## src/rtl/buffer_ctrl.sv

```systemverilog
// ---------------------------------------------------------------------------
// buffer_ctrl
//   Sequencer for the strided output buffer of a conv layer.
//   FILL  : follows the raster position of the padded input stream feeding the
//           PE array and writes only window results that land on the stride grid.
//   DRAIN : reads the grid back in row-major order under downstream
//           back-pressure. out_valid follows re by one cycle, which is the
//           buffer's read latency.
//
// Ports
//   clk        in   1       clock, posedge
//   rst        in   1       asynchronous active-high reset
//   start      in   1       begin one layer pass (honoured only in IDLE)
//   in_valid   in   1       PE array result for the current raster pixel
//   in_ready   out  1       high only in FILL
//   out_ready  in   1       downstream can take one buffer word
//   addr_x     out  ADDR+2  buffer column coordinate, registered
//   addr_y     out  ADDR+2  buffer row coordinate, registered
//   we         out  1       buffer write enable, registered
//   re         out  1       buffer read enable, registered
//   out_valid  out  1       buffer read data valid (re delayed one cycle)
//   busy       out  1       state != IDLE
//   done       out  1       one-cycle pulse while in DONE
//   state_dbg  out  2       current FSM state (debug observation)
//
// Handshake: an input pixel is consumed on a rising edge where in_valid and
// in_ready are both high; a buffer read is issued on a rising edge in DRAIN
// where out_ready is high. Neither side may retract anything; a low valid or
// ready simply stalls the counters for that cycle.
// ---------------------------------------------------------------------------
module buffer_ctrl #(
  parameter int IFM_SIZE    = 9,
  parameter int KERNEL_SIZE = 4,
  parameter int STRIDE      = 2,
  parameter int PAD         = 2,
  localparam int ADDR       = $clog2(IFM_SIZE - KERNEL_SIZE + 2*PAD + 1)
) (
  input  logic            clk,
  input  logic            rst,
  input  logic            start,
  input  logic            in_valid,
  output logic            in_ready,
  input  logic            out_ready,
  output logic [ADDR+1:0] addr_x,
  output logic [ADDR+1:0] addr_y,
  output logic            we,
  output logic            re,
  output logic            out_valid,
  output logic            busy,
  output logic            done,
  output logic [1:0]      state_dbg
);

  localparam int P   = IFM_SIZE + 2*PAD;
  localparam int OUT = (P - KERNEL_SIZE) / STRIDE + 1;
  localparam int W   = ADDR + 2;

  localparam logic [W-1:0] LAST_PIX = W'(P - 1);
  localparam logic [W-1:0] LAST_OUT = W'(OUT - 1);
  localparam logic [W-1:0] KM1      = W'(KERNEL_SIZE - 1);
  localparam logic [W-1:0] STR      = W'(STRIDE);
  localparam logic [W-1:0] ONE      = W'(1);

  typedef enum logic [1:0] {
    S_IDLE  = 2'd0,
    S_FILL  = 2'd1,
    S_DRAIN = 2'd2,
    S_DONE  = 2'd3
  } state_t;

  state_t state, state_next;

  logic [W-1:0] x_cnt, y_cnt;   // raster position of the next input pixel
  logic [W-1:0] i_cnt, j_cnt;   // output grid row / column of the next read
  logic         rd_all;         // last grid read has been issued
  logic         on_grid;
  logic         last_pix;

  // A window ending at (x,y) is on the stride grid once the kernel fits
  // entirely; the subtraction is only meaningful behind the >= guard.
  always_comb begin
    on_grid = (x_cnt >= KM1) && (y_cnt >= KM1) &&
              (((x_cnt - KM1) % STR) == '0) &&
              (((y_cnt - KM1) % STR) == '0);
  end

  always_comb begin
    last_pix = (x_cnt == LAST_PIX) && (y_cnt == LAST_PIX);
  end

  // State register
  always_ff @(posedge clk or posedge rst) begin
    if (rst) state <= S_IDLE;
    else     state <= state_next;
  end

  // Next state. DRAIN is left one cycle after the last read issues so that
  // the last read's out_valid coincides with DONE.
  always_comb begin
    state_next = state;
    case (state)
      S_IDLE:  if (start) state_next = S_FILL;
      S_FILL:  if (in_valid && last_pix) state_next = S_DRAIN;
      S_DRAIN: if (rd_all) state_next = S_DONE;
      S_DONE:  state_next = S_IDLE;
      default: state_next = S_IDLE;
    endcase
  end

  // Counters and registered strobes
  always_ff @(posedge clk or posedge rst) begin
    if (rst) begin
      x_cnt     <= '0;
      y_cnt     <= '0;
      i_cnt     <= '0;
      j_cnt     <= '0;
      rd_all    <= 1'b0;
      addr_x    <= '0;
      addr_y    <= '0;
      we        <= 1'b0;
      re        <= 1'b0;
      out_valid <= 1'b0;
      done      <= 1'b0;
    end else begin
      we        <= 1'b0;
      re        <= 1'b0;
      out_valid <= re;
      done      <= (state_next == S_DONE);
      case (state)
        S_IDLE: begin
          if (start) begin
            x_cnt  <= '0;
            y_cnt  <= '0;
            i_cnt  <= '0;
            j_cnt  <= '0;
            rd_all <= 1'b0;
          end
        end
        S_FILL: begin
          if (in_valid) begin
            addr_x <= x_cnt;
            addr_y <= y_cnt;
            we     <= on_grid;
            if (x_cnt == LAST_PIX) begin
              x_cnt <= '0;
              y_cnt <= y_cnt + ONE;
            end else begin
              x_cnt <= x_cnt + ONE;
            end
          end
        end
        S_DRAIN: begin
          if (out_ready && !rd_all) begin
            re     <= 1'b1;
            addr_x <= KM1 + STR * j_cnt;
            addr_y <= KM1 + STR * i_cnt;
            if (j_cnt == LAST_OUT) begin
              j_cnt <= '0;
              if (i_cnt == LAST_OUT) begin
                i_cnt  <= '0;
                rd_all <= 1'b1;
              end else begin
                i_cnt <= i_cnt + ONE;
              end
            end else begin
              j_cnt <= j_cnt + ONE;
            end
          end
        end
        default: ;
      endcase
    end
  end

  assign in_ready  = (state == S_FILL);
  assign busy      = (state != S_IDLE);
  assign state_dbg = state;

endmodule

```

## config.mk

```make
export PLATFORM = sky130hd
export DESIGN_NAME = buffer_ctrl
export DESIGN_NICKNAME = d
export VERILOG_FILES = /design/src/rtl/buffer_ctrl.sv
export SDC_FILE = /design/constraint.sdc
export NUM_CORES = 1
export LEC_CHECK = 0
export CORE_MARGIN = 5
export CORE_UTILIZATION = 55
export DETAILED_ROUTE_END_ITERATION = 12
export PLACE_DENSITY = 0.76
export SYNTH_ARGS = -nofsm -noshare
export SYNTH_HDL_FRONTEND = slang
export SYNTH_SLANG_ARGS = --single-unit
```

## constraint.sdc

```tcl
create_clock -name clk -period 1.9 [get_ports clk]
set_input_delay 0.38 -clock clk [delete_from_list [all_inputs] [get_ports clk]]
set_output_delay 0.38 -clock clk [all_outputs]
set_load 0.01 [all_outputs]
```

==> flow_summary.html <==
<table>
<tr><th>Metric</th><th>Value</th></tr>
<tr><th colspan="2">Global routing</th></tr>
<tr><td>Most used routing layer in global routing</td><td>met2</td></tr>
<tr><td>Grt total ovfl</td><td>0</td></tr>
<tr><td>Met1 Track Usage GR</td><td>30.4%</td></tr>
<tr><td>Number of global-route vias before repair</td><td>1837</td></tr>
<tr><td>Wire length of the first global-routing pass</td><td>roughly 9.0 mm</td></tr>
<tr><td>All-layer global routing usage</td><td>21.8%</td></tr>
<tr><td>Initial antenna violation count</td><td>0</td></tr>
<tr><td>Global-route met3 utilization</td><td>4.51%</td></tr>
<tr><td>Maximum number of pins on one net before global-route repair</td><td>44</td></tr>
<tr><td>GRT met2 Usage</td><td>33.2%</td></tr>
<tr><th colspan="2">Worst setup path</th></tr>
<tr><td>WP data required</td><td>2.11 ns</td></tr>
<tr><td>Worst Path Class, Setup</td><td>register to register</td></tr>
<tr><td>Launching element type of the critical path</td><td>register</td></tr>
<tr><td>RR Endpoint</td><td>y_cnt[3]</td></tr>
<tr><td>Worst path arrival time</td><td>2.05 ns</td></tr>
<tr><td>Launch point of the worst path</td><td>state_dbg[0]</td></tr>
<tr><td>Worst reg2reg setup slack</td><td>around 0.056 ns</td></tr>
<tr><td>Logic depth of the worst register-to-register path</td><td>5</td></tr>
<tr><td>Start of the worst register-to-register path</td><td>state_dbg[0]</td></tr>
<tr><td>Peak fanout along the critical path</td><td>8</td></tr>
<tr><td>Kind of end point of the critical path</td><td>register</td></tr>
<tr><th colspan="2">Placed design</th></tr>
<tr><td>HPWL after detailed placement</td><td>3.80 mm</td></tr>
<tr><td>Routability Congestion</td><td>0.897</td></tr>
<tr><td>Port buffer count</td><td>24</td></tr>
<tr><th colspan="2">Min path</th></tr>
<tr><td>Startpoint of the tightest hold check path</td><td>re</td></tr>
<tr><td>Destination of the worst hold path</td><td>out_valid</td></tr>
<tr><td>Min-Delay Path Depth</td><td>0</td></tr>
<tr><td>Worst hold path type</td><td>register to register</td></tr>
<tr><th colspan="2">Routing</th></tr>
<tr><td>Via Count</td><td>1916</td></tr>
<tr><td>Total Wirelength</td><td>5.31 mm</td></tr>
<tr><td>Remaining antenna violation count after routing</td><td>0</td></tr>
<tr><td>Detailed router's first-iteration violation count</td><td>173</td></tr>
<tr><td>DRC Markers</td><td>0</td></tr>
<tr><td>Vias per inst</td><td>5.75</td></tr>
<tr><td>Average routed wire per standard cell</td><td>16.0 um</td></tr>
<tr><td>Number of detailed-route iterations in the first pass</td><td>4</td></tr>
<tr><th colspan="2">Logic synthesis</th></tr>
<tr><td>Syn_nets</td><td>251</td></tr>
<tr><td>Cell variety after synth</td><td>43</td></tr>
<tr><td>Synthesized flop and latch total</td><td>43</td></tr>
<tr><td>Area share of the leading cell type in the synthesized netlist</td><td>48.0%</td></tr>
<tr><td>Cell taking the most area after synthesis</td><td>sky130_fd_sc_hd__dfrtp_1</td></tr>
<tr><td>Cell Area, Synth</td><td>0.00224 mm2</td></tr>
<tr><td>Sequential area share after synthesis</td><td>between 40% and 50%</td></tr>
<tr><td>Number of enable-type register cells in the synthesized netlist</td><td>0</td></tr>
<tr><td>Top cell types by occurrence after synthesis</td><td>sky130_fd_sc_hd__dfrtp_1, sky130_fd_sc_hd__nand2_1, sky130_fd_sc_hd__o21ai_0</td></tr>
<tr><td>Average instance area after synthesis</td><td>about 9.4 um2</td></tr>
<tr><td>Commonest register cell after synthesis</td><td>sky130_fd_sc_hd__dfrtp_1</td></tr>
<tr><td>Most repeated cell in the gate-level netlist after synthesis</td><td>sky130_fd_sc_hd__dfrtp_1</td></tr>
<tr><td>Cell count after synthesis</td><td>~240</td></tr>
<tr><td>Count of warnings emitted by yosys</td><td>0</td></tr>
<tr><td>Dominant cells by area after synthesis</td><td>sky130_fd_sc_hd__dfrtp_1, sky130_fd_sc_hd__o21ai_0, sky130_fd_sc_hd__ha_1, sky130_fd_sc_hd__nand2_1, sky130_fd_sc_hd__mux2i_1</td></tr>
<tr><td>Share of flip-flops with an asynchronous set or reset after synthesis</td><td>100%</td></tr>
<tr><th colspan="2">Finish</th></tr>
<tr><td>Area growth, synth to finish</td><td>26.0%</td></tr>
<tr><td>Net count reported at finish</td><td>295</td></tr>
<tr><td>Filler cell count in the final layout</td><td>307</td></tr>
<tr><td>ANT cells</td><td>0</td></tr>
<tr><td>Share of layout cells above drive strength 1</td><td>14.5%</td></tr>
<tr><th colspan="2">Run status</th></tr>
<tr><td>Run status</td><td>completed</td></tr>
<tr><th colspan="2">STA</th></tr>
<tr><td>RSZ-0062 raised after global routing</td><td>false</td></tr>
<tr><td>Actual transition at the worst max-transition pin</td><td>0.402 ns</td></tr>
<tr><td>Period Utilization, post-route</td><td>97.1%</td></tr>
<tr><td>Number of slew-limit violations in the final report</td><td>0</td></tr>
<tr><td>Number of hold violations in the final report</td><td>0</td></tr>
<tr><td>Achievable clock frequency</td><td>542 MHz</td></tr>
<tr><td>Number of setup violations in the final report</td><td>0</td></tr>
<tr><td>Max_slew headroom</td><td>73.1%</td></tr>
<tr><td>Final Critical Period</td><td>around 1.8 ns</td></tr>
<tr><td>Final clock skew</td><td>0.0111 ns</td></tr>
<tr><td>Hold slack</td><td>roughly 0.38 ns</td></tr>
<tr><th colspan="2">Flow run</th></tr>
<tr><td>Max_cap viols</td><td>0</td></tr>
<tr><th colspan="2">Die</th></tr>
<tr><td>Total number of placement rows</td><td>23</td></tr>
<tr><td>Die Span X</td><td>73.9 um</td></tr>
<tr><td>Height of the die</td><td>73.9 um</td></tr>
<tr><td>Initial core utilization</td><td>56.5%</td></tr>
<tr><td>IO Pins</td><td>25</td></tr>
<tr><td>Core Footprint</td><td>0.00397 mm2</td></tr>
<tr><td>Die outline area</td><td>between 0.005 and 0.006 mm2</td></tr>
<tr><th colspan="2">Power and ir drop</th></tr>
<tr><td>Static power due to leakage</td><td>1.23 nW</td></tr>
<tr><td>Switching pwr</td><td>between 0.001 and 0.0015 W</td></tr>
<tr><td>Share of power burned in the clock network</td><td>22.5%</td></tr>
<tr><td>Post-layout total power</td><td>0.00327 W</td></tr>
<tr><td>Combinational Power Share</td><td>37.2%</td></tr>
<tr><td>Total power density per cell area</td><td>1160 mW/mm2</td></tr>
<tr><td>Register share of total power</td><td>40.4%</td></tr>
<tr><td>Internal power consumption</td><td>0.00215 W</td></tr>
<tr><td>Maximum ir drop on the vdd rail</td><td>about 770 uV</td></tr>
<tr><td>Fraction of power spent switching nets</td><td>34.1%</td></tr>
<tr><th colspan="2">CTS</th></tr>
<tr><td>Clock root buffer</td><td>sky130_fd_sc_hd__clkbuf_8</td></tr>
<tr><td>Clock latency at the later pin of the worst-skew pair</td><td>roughly 0.3 ns</td></tr>
<tr><td>CTS Hold Buffers Added</td><td>0</td></tr>
<tr><td>Number of H-tree levels</td><td>2</td></tr>
<tr><td>Worst-case clock buffer depth</td><td>2</td></tr>
<tr><td>Clock slew at the register clock pins of the worst setup and hold paths</td><td>0.08 ns</td></tr>
<tr><td>TritonCTS sink count</td><td>43</td></tr>
<tr><td>TritonCTS Buffers</td><td>5</td></tr>
<tr><td>CTS tree</td><td>built</td></tr>
</table>
kinds of logic after synthesis:
group,Yosys count,share of synthesized area (%)
compound gates,58,15.9
buf+inv,29,5.19
simple gates,84,19.8
fa+ha+maj,8,4.46
flops,43,48.0
xor+xnor,8,3.13
mux,8,3.57
routing by layer:
metal	up-vias	part of all wire, %
li1	931	-
met1	909	46
met2	63	47
met3	13	4.3
met4	0	2.2
met5	-	0
metrics by stage:
step / setup TNS (ns) / std cells / utilization [%] / cell area [um2] / setup WS, ns
after global routing: 0 / 333 / 71.1 / 2830 / 0.000513
after floorplan: 0 / 238 / - / 2240 / 0.112
after global placement: -0.704 / 321 / 67.1 / 2670 / -0.135
after CTS: 0 / 333 / 70.9 / 2820 / 0.0192
after detailed placement: -0.934 / 321 / 67.1 / 2670 / -0.148
final: 0 / 333 / 71.1 / 2830 / 0.0555
worst max-delay path by stage:
stage	cells past startpoint	end	slack, ns
2_1_floorplan	6	y_cnt[3]	0.11
3_3_place_gp	5	y_cnt[3]	-0.13
3_5_place_dp	5	y_cnt[3]	-0.15
4_1_cts	2	busy	0.02
5_1_grt	5	y_cnt[3]	0.0005
6_report	5	y_cnt[3]	0.06
repair_timing:
action | 4_1_cts | 5_1_grt
endpoints found under the setup margin | 2 | 11
gates cloned | 0 | 0
pin swaps | 0 | 0
setup buffers | 4 | 0
gates resized for setup | 3 | 2
power by group through the flow:
stage	Combinational, W	Clock [W]	Sequential (W)
floorplan	0.000617	0	0.00132
detailed placement	0.00117	0	0.00135
CTS	0.00122	0.000745	0.00132
finish	0.00121	0.000733	0.00132
global route	0.00136	0.000797	0.00135
global placement	0.00115	0	0.00134
critical path, stage by stage (launching register included):
cell	delay [ns]
sky130_fd_sc_hd__dfrtp_2	0.43
sky130_fd_sc_hd__buf_4	0.15
sky130_fd_sc_hd__mux2i_1	0.12
sky130_fd_sc_hd__or2_0	0.33
sky130_fd_sc_hd__or4_1	0.54
sky130_fd_sc_hd__a21oi_1	0.18
registers in the layout (all words and copies together), names as in the netlist, 2 cells and up:
signal / cells
y_cnt: 6
j_cnt: 6
addr_y: 6
state_dbg: 2
x_cnt: 6
i_cnt: 6
addr_x: 6
cell usage in the layout, fill, tap and decap left out, types with 2 or more instances in the layout:
master and n:
sky130_fd_sc_hd__dfrtp_1 41, sky130_fd_sc_hd__buf_4 25, sky130_fd_sc_hd__nand2_1 22, sky130_fd_sc_hd__o21ai_0 22, sky130_fd_sc_hd__clkdlybuf4s50_1 22, sky130_fd_sc_hd__nor2_1 16, sky130_fd_sc_hd__inv_1 15, sky130_fd_sc_hd__nand3_1 11
sky130_fd_sc_hd__a21oi_1 10, sky130_fd_sc_hd__mux2i_1 8, sky130_fd_sc_hd__ha_1 8, sky130_fd_sc_hd__o31ai_1 7, sky130_fd_sc_hd__xnor2_1 6, sky130_fd_sc_hd__clkbuf_8 6, sky130_fd_sc_hd__nand2b_1 5, sky130_fd_sc_hd__a211oi_1 5
sky130_fd_sc_hd__nand4_1 5, sky130_fd_sc_hd__or4_1 5, sky130_fd_sc_hd__o22ai_1 4, sky130_fd_sc_hd__nor3_1 3, sky130_fd_sc_hd__nor2b_1 3, sky130_fd_sc_hd__nor4b_1 2, sky130_fd_sc_hd__xor2_1 2, sky130_fd_sc_hd__o41ai_1 2
sky130_fd_sc_hd__nor4_1 2, sky130_fd_sc_hd__a21o_1 2, sky130_fd_sc_hd__dfrtp_2 2
cell type report:
class	instances	area, um2	area share, %
repair buffers	50	449	15.9
clock inverters	2	35.0	1.24
flip-flops and latches	43	1080	38.2
inverters	16	60.1	2.13
well taps	50	62.6	2.21
multi-input cells	166	1060	37.4
clock buffers	6	82.6	2.92
No activity file was read; power rests on OpenSTA's default activity.
